<file path="config.mk">
export PLATFORM = sky130hd
export DESIGN_NAME = player_countdown_flat
export DESIGN_NICKNAME = d
export VERILOG_FILES = /design/src/rtl/player_countdown_if.sv /design/src/rtl/player_countdown.sv /design/src/flat_wrapper.sv
export SDC_FILE = /design/constraint.sdc
export NUM_CORES = 1
export LEC_CHECK = 0
export CAP_MARGIN = 40
export CORE_UTILIZATION = 45
export DETAILED_ROUTE_END_ITERATION = 6
export GPL_TIMING_DRIVEN = 0
export PLACE_DENSITY_LB_ADDON = 0.25
export SLEW_MARGIN = 20
export SYNTH_ARGS = -nofsm -noshare
export SYNTH_HDL_FRONTEND = slang
export SYNTH_SLANG_ARGS = --single-unit
</file>
<file path="constraint.sdc">
create_clock -name clk -period 3.5 [get_ports clk]
set_input_delay 0.525 -clock clk [delete_from_list [all_inputs] [get_ports clk]]
set_output_delay 0.525 -clock clk [all_outputs]
set_load 0.03 [all_outputs]
</file>
<file path="src/rtl/player_countdown_if.sv">
// Signal bundle between the mode controller (master) and one player's countdown timer (slave).
// set_time/count are levels, inc_min/inc_sec are single-cycle pulses, tick is a single-cycle
// pulse per decrement; there is no back-pressure, so every pulse is consumed in its cycle.
interface player_countdown_if;
  logic       set_time;
  logic       count;
  logic       inc_min;
  logic       inc_sec;
  logic [3:0] min_tens;
  logic [3:0] min_ones;
  logic [3:0] sec_tens;
  logic [3:0] sec_ones;
  logic       running;
  logic       expired;
  logic       tick;
  logic [2:0] dbgState;

  modport master (
    output set_time, count, inc_min, inc_sec,
    input  min_tens, min_ones, sec_tens, sec_ones, running, expired, tick, dbgState
  );

  modport slave (
    input  set_time, count, inc_min, inc_sec,
    output min_tens, min_ones, sec_tens, sec_ones, running, expired, tick, dbgState
  );
endinterface

</file>
<file path="src/rtl/player_countdown.sv">
// Per-player MM:SS BCD countdown for the chess clock: time entry in SET, one decrement per
// prescaler period in RUN, sticky expiry at 00:00.
module player_countdown #(
  parameter int CLK_FREQ    = 100_000_000,
  parameter int TICK_HZ     = 1,
  parameter int DEFAULT_MIN = 5,
  parameter int MAX_MIN     = 99
) (
  input logic               clk,
  input logic               reset,
  player_countdown_if.slave pc
);

  localparam int            PERIOD      = CLK_FREQ / TICK_HZ;
  localparam int            PW          = (PERIOD > 1) ? $clog2(PERIOD) : 1;
  localparam logic [PW-1:0] PRESC_TERM  = PW'(PERIOD - 1);
  localparam logic [3:0]    DEF_TENS    = 4'(DEFAULT_MIN / 10);
  localparam logic [3:0]    DEF_ONES    = 4'(DEFAULT_MIN % 10);
  localparam logic [6:0]    MAX_MIN_BIN = 7'(MAX_MIN);

  typedef enum logic [2:0] {
    IDLE    = 3'd0,
    SET     = 3'd1,
    RUN     = 3'd2,
    PAUSE   = 3'd3,
    EXPIRED = 3'd4
  } stateT;

  stateT         state, stateNext;
  logic          setMeta, setSync, countMeta, countSync;
  logic [PW-1:0] presc;
  logic [3:0]    minTens, minOnes, secTens, secOnes;
  logic [3:0]    minTensNext, minOnesNext, secTensNext, secOnesNext;
  logic [6:0]    minBin;
  logic          timeIsZero, atOneSec, tickNow;

  // Two-flop synchronisers on the controller's mode levels.
  always_ff @(posedge clk or posedge reset) begin
    if (reset) begin
      setMeta   <= 1'b0;
      setSync   <= 1'b0;
      countMeta <= 1'b0;
      countSync <= 1'b0;
    end else begin
      setMeta   <= pc.set_time;
      setSync   <= setMeta;
      countMeta <= pc.count;
      countSync <= countMeta;
    end
  end

  assign minBin     = 7'(minTens) * 7'd10 + 7'(minOnes);
  assign timeIsZero = (minTens == 4'd0) && (minOnes == 4'd0) && (secTens == 4'd0) && (secOnes == 4'd0);
  assign atOneSec   = (minTens == 4'd0) && (minOnes == 4'd0) && (secTens == 4'd0) && (secOnes == 4'd1);
  // A zero time never ticks; RUN at 00:00 goes straight to EXPIRED instead.
  assign tickNow    = (state == RUN) && (presc == PRESC_TERM) && !timeIsZero;

  always_comb begin
    stateNext = state;
    case (state)
      IDLE:    if (countSync) stateNext = RUN;
               else if (setSync) stateNext = SET;
      SET:     if (countSync) stateNext = RUN;
               else if (!setSync) stateNext = PAUSE;
      RUN:     if (timeIsZero || (tickNow && atOneSec)) stateNext = EXPIRED;
               else if (!countSync) stateNext = PAUSE;
      PAUSE:   if (countSync) stateNext = RUN;
               else if (setSync) stateNext = SET;
      EXPIRED: if (setSync) stateNext = SET;
      default: stateNext = IDLE;
    endcase
  end

  always_comb begin
    minTensNext = minTens;
    minOnesNext = minOnes;
    secTensNext = secTens;
    secOnesNext = secOnes;
    if (state == SET) begin
      if (pc.inc_min) begin
        if (minBin >= MAX_MIN_BIN) begin
          minTensNext = 4'd0;
          minOnesNext = 4'd0;
        end else if (minOnes == 4'd9) begin
          minOnesNext = 4'd0;
          minTensNext = minTens + 4'd1;
        end else begin
          minOnesNext = minOnes + 4'd1;
        end
      end
      // Seconds wrap 59 -> 00 on their own; minutes are never carried into.
      if (pc.inc_sec) begin
        if (secTens == 4'd5 && secOnes == 4'd9) begin
          secTensNext = 4'd0;
          secOnesNext = 4'd0;
        end else if (secOnes == 4'd9) begin
          secOnesNext = 4'd0;
          secTensNext = secTens + 4'd1;
        end else begin
          secOnesNext = secOnes + 4'd1;
        end
      end
    end else if (tickNow) begin
      if (secOnes != 4'd0) begin
        secOnesNext = secOnes - 4'd1;
      end else begin
        secOnesNext = 4'd9;
        if (secTens != 4'd0) begin
          secTensNext = secTens - 4'd1;
        end else begin
          secTensNext = 4'd5;
          if (minOnes != 4'd0) begin
            minOnesNext = minOnes - 4'd1;
          end else begin
            minOnesNext = 4'd9;
            minTensNext = minTens - 4'd1;
          end
        end
      end
    end
  end

  always_ff @(posedge clk or posedge reset) begin
    if (reset) begin
      state   <= IDLE;
      presc   <= '0;
      minTens <= DEF_TENS;
      minOnes <= DEF_ONES;
      secTens <= 4'd0;
      secOnes <= 4'd0;
    end else begin
      state   <= stateNext;
      minTens <= minTensNext;
      minOnes <= minOnesNext;
      secTens <= secTensNext;
      secOnes <= secOnesNext;
      // Prescaler survives a pause so a resumed second is not restarted.
      case (state)
        RUN:     presc <= (presc == PRESC_TERM) ? '0 : presc + 1'b1;
        PAUSE:   presc <= presc;
        default: presc <= '0;
      endcase
    end
  end

  assign pc.min_tens = minTens;
  assign pc.min_ones = minOnes;
  assign pc.sec_tens = secTens;
  assign pc.sec_ones = secOnes;
  assign pc.running  = (state == RUN);
  assign pc.expired  = (state == EXPIRED);
  assign pc.tick     = tickNow;
  assign pc.dbgState = state;

endmodule
</file>
<file path="src/flat_wrapper.sv">
// flat-port wrapper written by rule: the top's interface ports become plain ports
module player_countdown_flat 
#(
  parameter int CLK_FREQ    = 100_000_000,
  parameter int TICK_HZ     = 1,
  parameter int DEFAULT_MIN = 5,
  parameter int MAX_MIN     = 99
)
  (clk, reset, pc_set_time, pc_count, pc_inc_min, pc_inc_sec, pc_min_tens, pc_min_ones, pc_sec_tens, pc_sec_ones, pc_running, pc_expired, pc_tick, pc_dbgState);
  player_countdown_if pc_i ();
  input logic clk;
  input logic reset;
  input wire logic [$bits(pc_i.set_time)-1:0] pc_set_time;
  input wire logic [$bits(pc_i.count)-1:0] pc_count;
  input wire logic [$bits(pc_i.inc_min)-1:0] pc_inc_min;
  input wire logic [$bits(pc_i.inc_sec)-1:0] pc_inc_sec;
  output wire logic [$bits(pc_i.min_tens)-1:0] pc_min_tens;
  output wire logic [$bits(pc_i.min_ones)-1:0] pc_min_ones;
  output wire logic [$bits(pc_i.sec_tens)-1:0] pc_sec_tens;
  output wire logic [$bits(pc_i.sec_ones)-1:0] pc_sec_ones;
  output wire logic [$bits(pc_i.running)-1:0] pc_running;
  output wire logic [$bits(pc_i.expired)-1:0] pc_expired;
  output wire logic [$bits(pc_i.tick)-1:0] pc_tick;
  output wire logic [$bits(pc_i.dbgState)-1:0] pc_dbgState;
  assign pc_i.set_time = pc_set_time;
  assign pc_i.count = pc_count;
  assign pc_i.inc_min = pc_inc_min;
  assign pc_i.inc_sec = pc_inc_sec;
  assign pc_min_tens = pc_i.min_tens;
  assign pc_min_ones = pc_i.min_ones;
  assign pc_sec_tens = pc_i.sec_tens;
  assign pc_sec_ones = pc_i.sec_ones;
  assign pc_running = pc_i.running;
  assign pc_expired = pc_i.expired;
  assign pc_tick = pc_i.tick;
  assign pc_dbgState = pc_i.dbgState;
  player_countdown #(.CLK_FREQ(CLK_FREQ), .TICK_HZ(TICK_HZ), .DEFAULT_MIN(DEFAULT_MIN), .MAX_MIN(MAX_MIN)) u_core (.clk(clk), .reset(reset), .pc(pc_i));
endmodule
</file>
; ---- Word level (Yosys, flattened, before mapping)
; Cells that the tools add are included.
[word_totals]
output_inout_bits = 22
wordCells = 103
input_bits = 6
ff_bits = 50
[op_classes]
mul = 1
n_reduce_logical = 25
n_mux = 38
n_lt_le_gt_ge = 1
n_eq_ne = 18
n_addsub = 10
[op_table]
columns = operator, count
row1 = $mux W4, 29
row2 = $pmux W27 S2, 1
row3 = $add A27 B1 Y27 const B, 1
row4 = $eq A27 B27 Y1 const B, 1
row5 = $mux W27, 1
row6 = $mux W3, 6
row7 = $add A4 B1 Y4 const B, 4
row8 = $logic_not A4 Y1, 4
row9 = $sub A4 B1 Y4 const B, 4
row10 = $ne A3 B3 Y1 const B, 4
row11 = $pmux W3 S4, 1
row12 = $reduce_bool A4 Y1, 3
row13 = $eq A4 B4 Y1 const B, 2
row14 = $logic_and A1 B1 Y1, 8
row15 = $reduce_and A4 Y1, 2
row16 = $add A7 B4 Y7, 1
row17 = $ge A7 B7 Y1 const B, 1
row18 = $eq A3 B2 Y1 const B, 2
row19 = $mul A4 B3 Y6 const B, 1
row20 = $ne A2 B1 Y1 const B, 3
row21 = $reduce_and A6 Y1, 1
row22 = $eq A4 B1 Y1 const B, 1
row23 = $eq A4 B3 Y1 const B, 1
row24 = $ne A2 B2 Y1 const B, 2
row25 = other kinds (8), 9

; ---- Logic depth before layout (Yosys ltp)
[logic_depth]
word_depth = 10
mapped_depth = 12
ltp_nobuf = 11

; ---- Least setup slack after synthesis
; No wires, ideal clock.
[synth_timing]
path_type = register to register
from = register u_core.minTens[1], in the netlist u_core.pc.min_tens[1]
to = register u_core.minTens[3], in the netlist u_core.pc.min_tens[3]
setup_ps = 121
synth_period_minus_slack_ps = 3276
path_buffers = 1
path_stages_with_launch = 12
t_required_ps = 3379
slack_ps = 224
arrival_time_ps = 3155
path_cell_list = dfrtp_1 ha_1 ha_1 inv_1 fa_1 or3b_2 a311oi_1 nor3_1 buf_2 a211oi_2 o21ai_0 o22a_1
[synth_via]
elab_chain_cells = 8
word_cells_on_any_way = 22
classes_between = add/sub: 3 / mul: 1 / order compare: 1 / eq/ne: 1 / mux: 8 / reduce/logical: 8
[synth_lines]
columns = element, line_no
row1 = start: declaration, player_countdown.sv:32  ; logic [3:0] minTens, minOnes, secTens, secOnes;
row2 = start signal: assignment, player_countdown.sv:133  ; minTens <= minTensNext;
row3 = branches (longest 8 deep; another with $add A7 B4 Y7), n/a
; Several ways; the timed one is not identified. The select of a mux whose other input is x is not followed.
; A chain may end at the register's enable or synchronous reset.

; ---- Final worst setup path
[layout_timing]
from = register u_core.minTens[3], in the netlist u_core.pc.min_tens[3]
to = register u_core.minTens[2], in the netlist u_core.pc.min_tens[2]
; The elaborated chain is that of the path after synthesis.

==> flow_summary.json <==
{
  "p_per_area_nw_per_um2": 597,
  "antennaDiodeCount": 0,
  "setup_violations": 0,
  "synthTopCellsByArea": "dfrtp_1, ha_1, o21ai_0",
  "synth_common_cells": "dfrtp_1, o21ai_0, nand2_1",
  "critPathCaptureType": "flip-flop",
  "vdd_drop_max_mv": 0.454,
  "path_class": "flip-flop to flip-flop",
  "core_area_um2": 7250,
  "synth_cells": 401,
  "h-tree-depth": 2,
  "synth_edf_count": 0,
  "chipHeight_um": 88.7,
  "dr.first_iter.drc_count": 194,
  "relSlewSlack_pct": 51.0,
  "numCtsBuffers": 5,
  "antenna_found_initial": 0,
  "rsz0062_at_grt": "no",
  "numPlacedInstances": 529,
  "drive_gt1_share_pct": 8.35,
  "ant_nets": 0,
  "gp_congestion": 0.841,
  "root_buffer": "clkbuf_8",
  "leakage_nw": 1.60,
  "dpl_cell_area_um2": 3810,
  "avgSynthCellArea_um2": 8.44,
  "cap_violations": 0,
  "portBuffers": 27,
  "worstHoldPathType": "flip-flop to flip-flop",
  "wl_per_cell_um": 14.3,
  "cts_tree": "yes",
  "grt_pass1_wl_mm": 13.0,
  "fin_crit_ns": 3.38,
  "dieArea_um2": 7870,
  "setup_ws_ns": 0.121,
  "dp_worst_setup_slack_ns": -0.00768,
  "wl_mm": 7.75,
  "clock_sinks": 50,
  "grt-ovfl-total": 0,
  "nets": 471,
  "postCtsHoldBufs": 0,
  "worst_pin_slew_ns": 0.735,
  "startpoint": "u_core.pc.min_tens[3]",
  "worstSetupStartpointType": "flip-flop",
  "cp.arrival_ns": 3.60,
  "die_x_um": 88.7,
  "grt_pass1_vias": 2740,
  "timing.rr.end": "u_core.pc.min_tens[2]",
  "dpl.hpwl_mm": 5.48,
  "final.setup.tns_ns": 0,
  "fin_area_um2": 3990,
  "total_power_mw": 2.38,
  "grt_max_degree": 27,
  "period_share_pct": 96.5,
  "r2r_slack_ns": 0.12,
  "syn_to_final_growth_pct": 17.8,
  "hold_viol_final": 0,
  "synth.most_common_cell": "dfrtp_1",
  "yosys.area.top_type_share_pct": 35.5,
  "ys_async_sr_fraction_pct": 100,
  "dr.pass1.iters": 5,
  "synth_seq_cells": 50,
  "ios": 28,
  "reg2reg_depth": 12,
  "synth.distinct_cells": 58,
  "synth_ff_type": "dfrtp_1",
  "cp_max_fo": 10,
  "start_util_pct": 46.6,
  "final_cells": 542,
  "required_ns": 3.73,
  "clock_skew_ns": 0.00896,
  "clk_pin_slew_ns": 0.09,
  "cp-endpoint": "u_core.pc.min_tens[2]",
  "track_usage_pct": 21.1,
  "ys_seq_area_share_pct": 37.1,
  "synth_area_um2": 3380,
  "clk_latency_ns": 0.30,
  "final_max_slew_viol_count": 0,
  "status": "complete, no violations",
  "routed_via_density": 5.75,
  "rows": 31,
  "yosys.area.top_type": "dfrtp_1",
  "syn_nets": 429,
  "vias": 3118,
  "r2r-start": "u_core.pc.min_tens[3]",
  "drc": 0,
  "post-route-util_pct": 54.9,
  "final.hold.worst_slack_ns": 0.358,
  "timing.fmax_mhz": 296,
  "ys_warn_count": 0,
  "cts_buffer_depth": 2
}
==> routing by layer <==
layer / global-route usage [%] / up-vias / wire [um]
li1: - / 1553 / -
met1: 31.2 / 1467 / 3830
met2: 32.1 / 93 / 3510
met3: 3.08 / 5 / 352
met4: 6.01 / 0 / 59
met5: 0 / - / 0
==> placed cells by master, fill, tap and decap left out, drive strengths merged, types with 2 or more instances in the layout <==
master          n
xnor2           2
o2bb2ai         3
clkdlybuf4s50  26
a31oi          17
dfrtp          48
a21boi          2
or3             3
inv            19
o21ai          45
fa              2
a21o            2
mux2i           3
a22o            3
o31ai          15
clkbuf         18
nand3          16
a311oi          3
nor2           36
nor2b           3
o21a            2
and3            7
dfstp           2
a31o            3
nor3           12
nand4b          2
buf             8
ha             20
nor3b           5
nand2b          3
nor4b           3
a21oi          25
nand2          44
a211oi          3
nor4            2
a211o           2
nand4           7
and2            7
or3b            2
==> how the worst min path moves through the flow <==
| stage | start | end | slack [ns] | depth (start not counted) |
|---|---|---|---|---|
| 2_1_floorplan | u_core.countMeta | u_core.countSync | 0.33 | 0 |
| 6_report | u_core.setMeta | u_core.setSync | 0.36 | 0 |
| 3_5_place_dp | u_core.countMeta | u_core.countSync | 0.34 | 0 |
| 4_1_cts | u_core.setMeta | u_core.setSync | 0.36 | 0 |
| 3_3_place_gp | u_core.countMeta | u_core.countSync | 0.33 | 0 |
| 5_1_grt | u_core.setMeta | u_core.setSync | 0.36 | 0 |
==> cells by family after synthesis <==
kind of cell,count (synthesis),share of synthesized area (%)
xor gates and xnor gates,3,0.777
DFF,50,37.1
muxes,4,1.22
adders and majority gates,22,8.58
AOI/OAI and AO/OA,133,24.8
and+or+nand+nor,156,23.9
buffers and inverters,33,3.70
==> worst max-delay path, cell delays in order (launching register included) <==
cell and delay (ns):
dfrtp_2 0.48, ha_1 0.30, ha_1 0.20, inv_1 0.06
fa_1 0.43, or3b_2 0.50, nor4bb_2 0.29, nor3_1 0.12
buf_2 0.22, a211oi_4 0.33, buf_4 0.17, o2bb2ai_1 0.05
a31oi_1 0.15
==> repair_timing <==
item / in CTS / in global routing
gates resized for setup: 1 / 6
pin swaps: 0 / 1
buffers inserted: 0 / 6
setup endpoints to repair: 1 / 3
cloned: 0 / 0
==> area by class of cell <==
class                      count  area [um^2]
inverter                      19         71.3
buffer                        14         53.8
tap                           99          124
fill                         666         3270
clock inverter                 2         38.8
clock buffer                   5         68.8
timing repair buffer          35          348
multi-input combinational    318         2020
sequential                    50         1260
==> where the power goes <==
part	leakage (nW)	internal, mW	switching [mW]	total, mW
logic	0.901	0.480	0.688	1.17
clock network	0.0542	0.210	0.191	0.401
registers	0.647	0.668	0.140	0.809
total	1.60	1.36	1.02	2.38
==> sequential cells by signal, indices dropped and copies added (netlist names) <==
name,count
u_core.presc,27
u_core.pc.min_ones,4
u_core.pc.min_tens,4
u_core.pc.sec_ones,4
u_core.pc.sec_tens,4
u_core.pc.dbgState,3
u_core.countMeta,1
u_core.countSync,1
u_core.setMeta,1
u_core.setSync,1
Note: power is estimated with default switching activity, not from simulation.
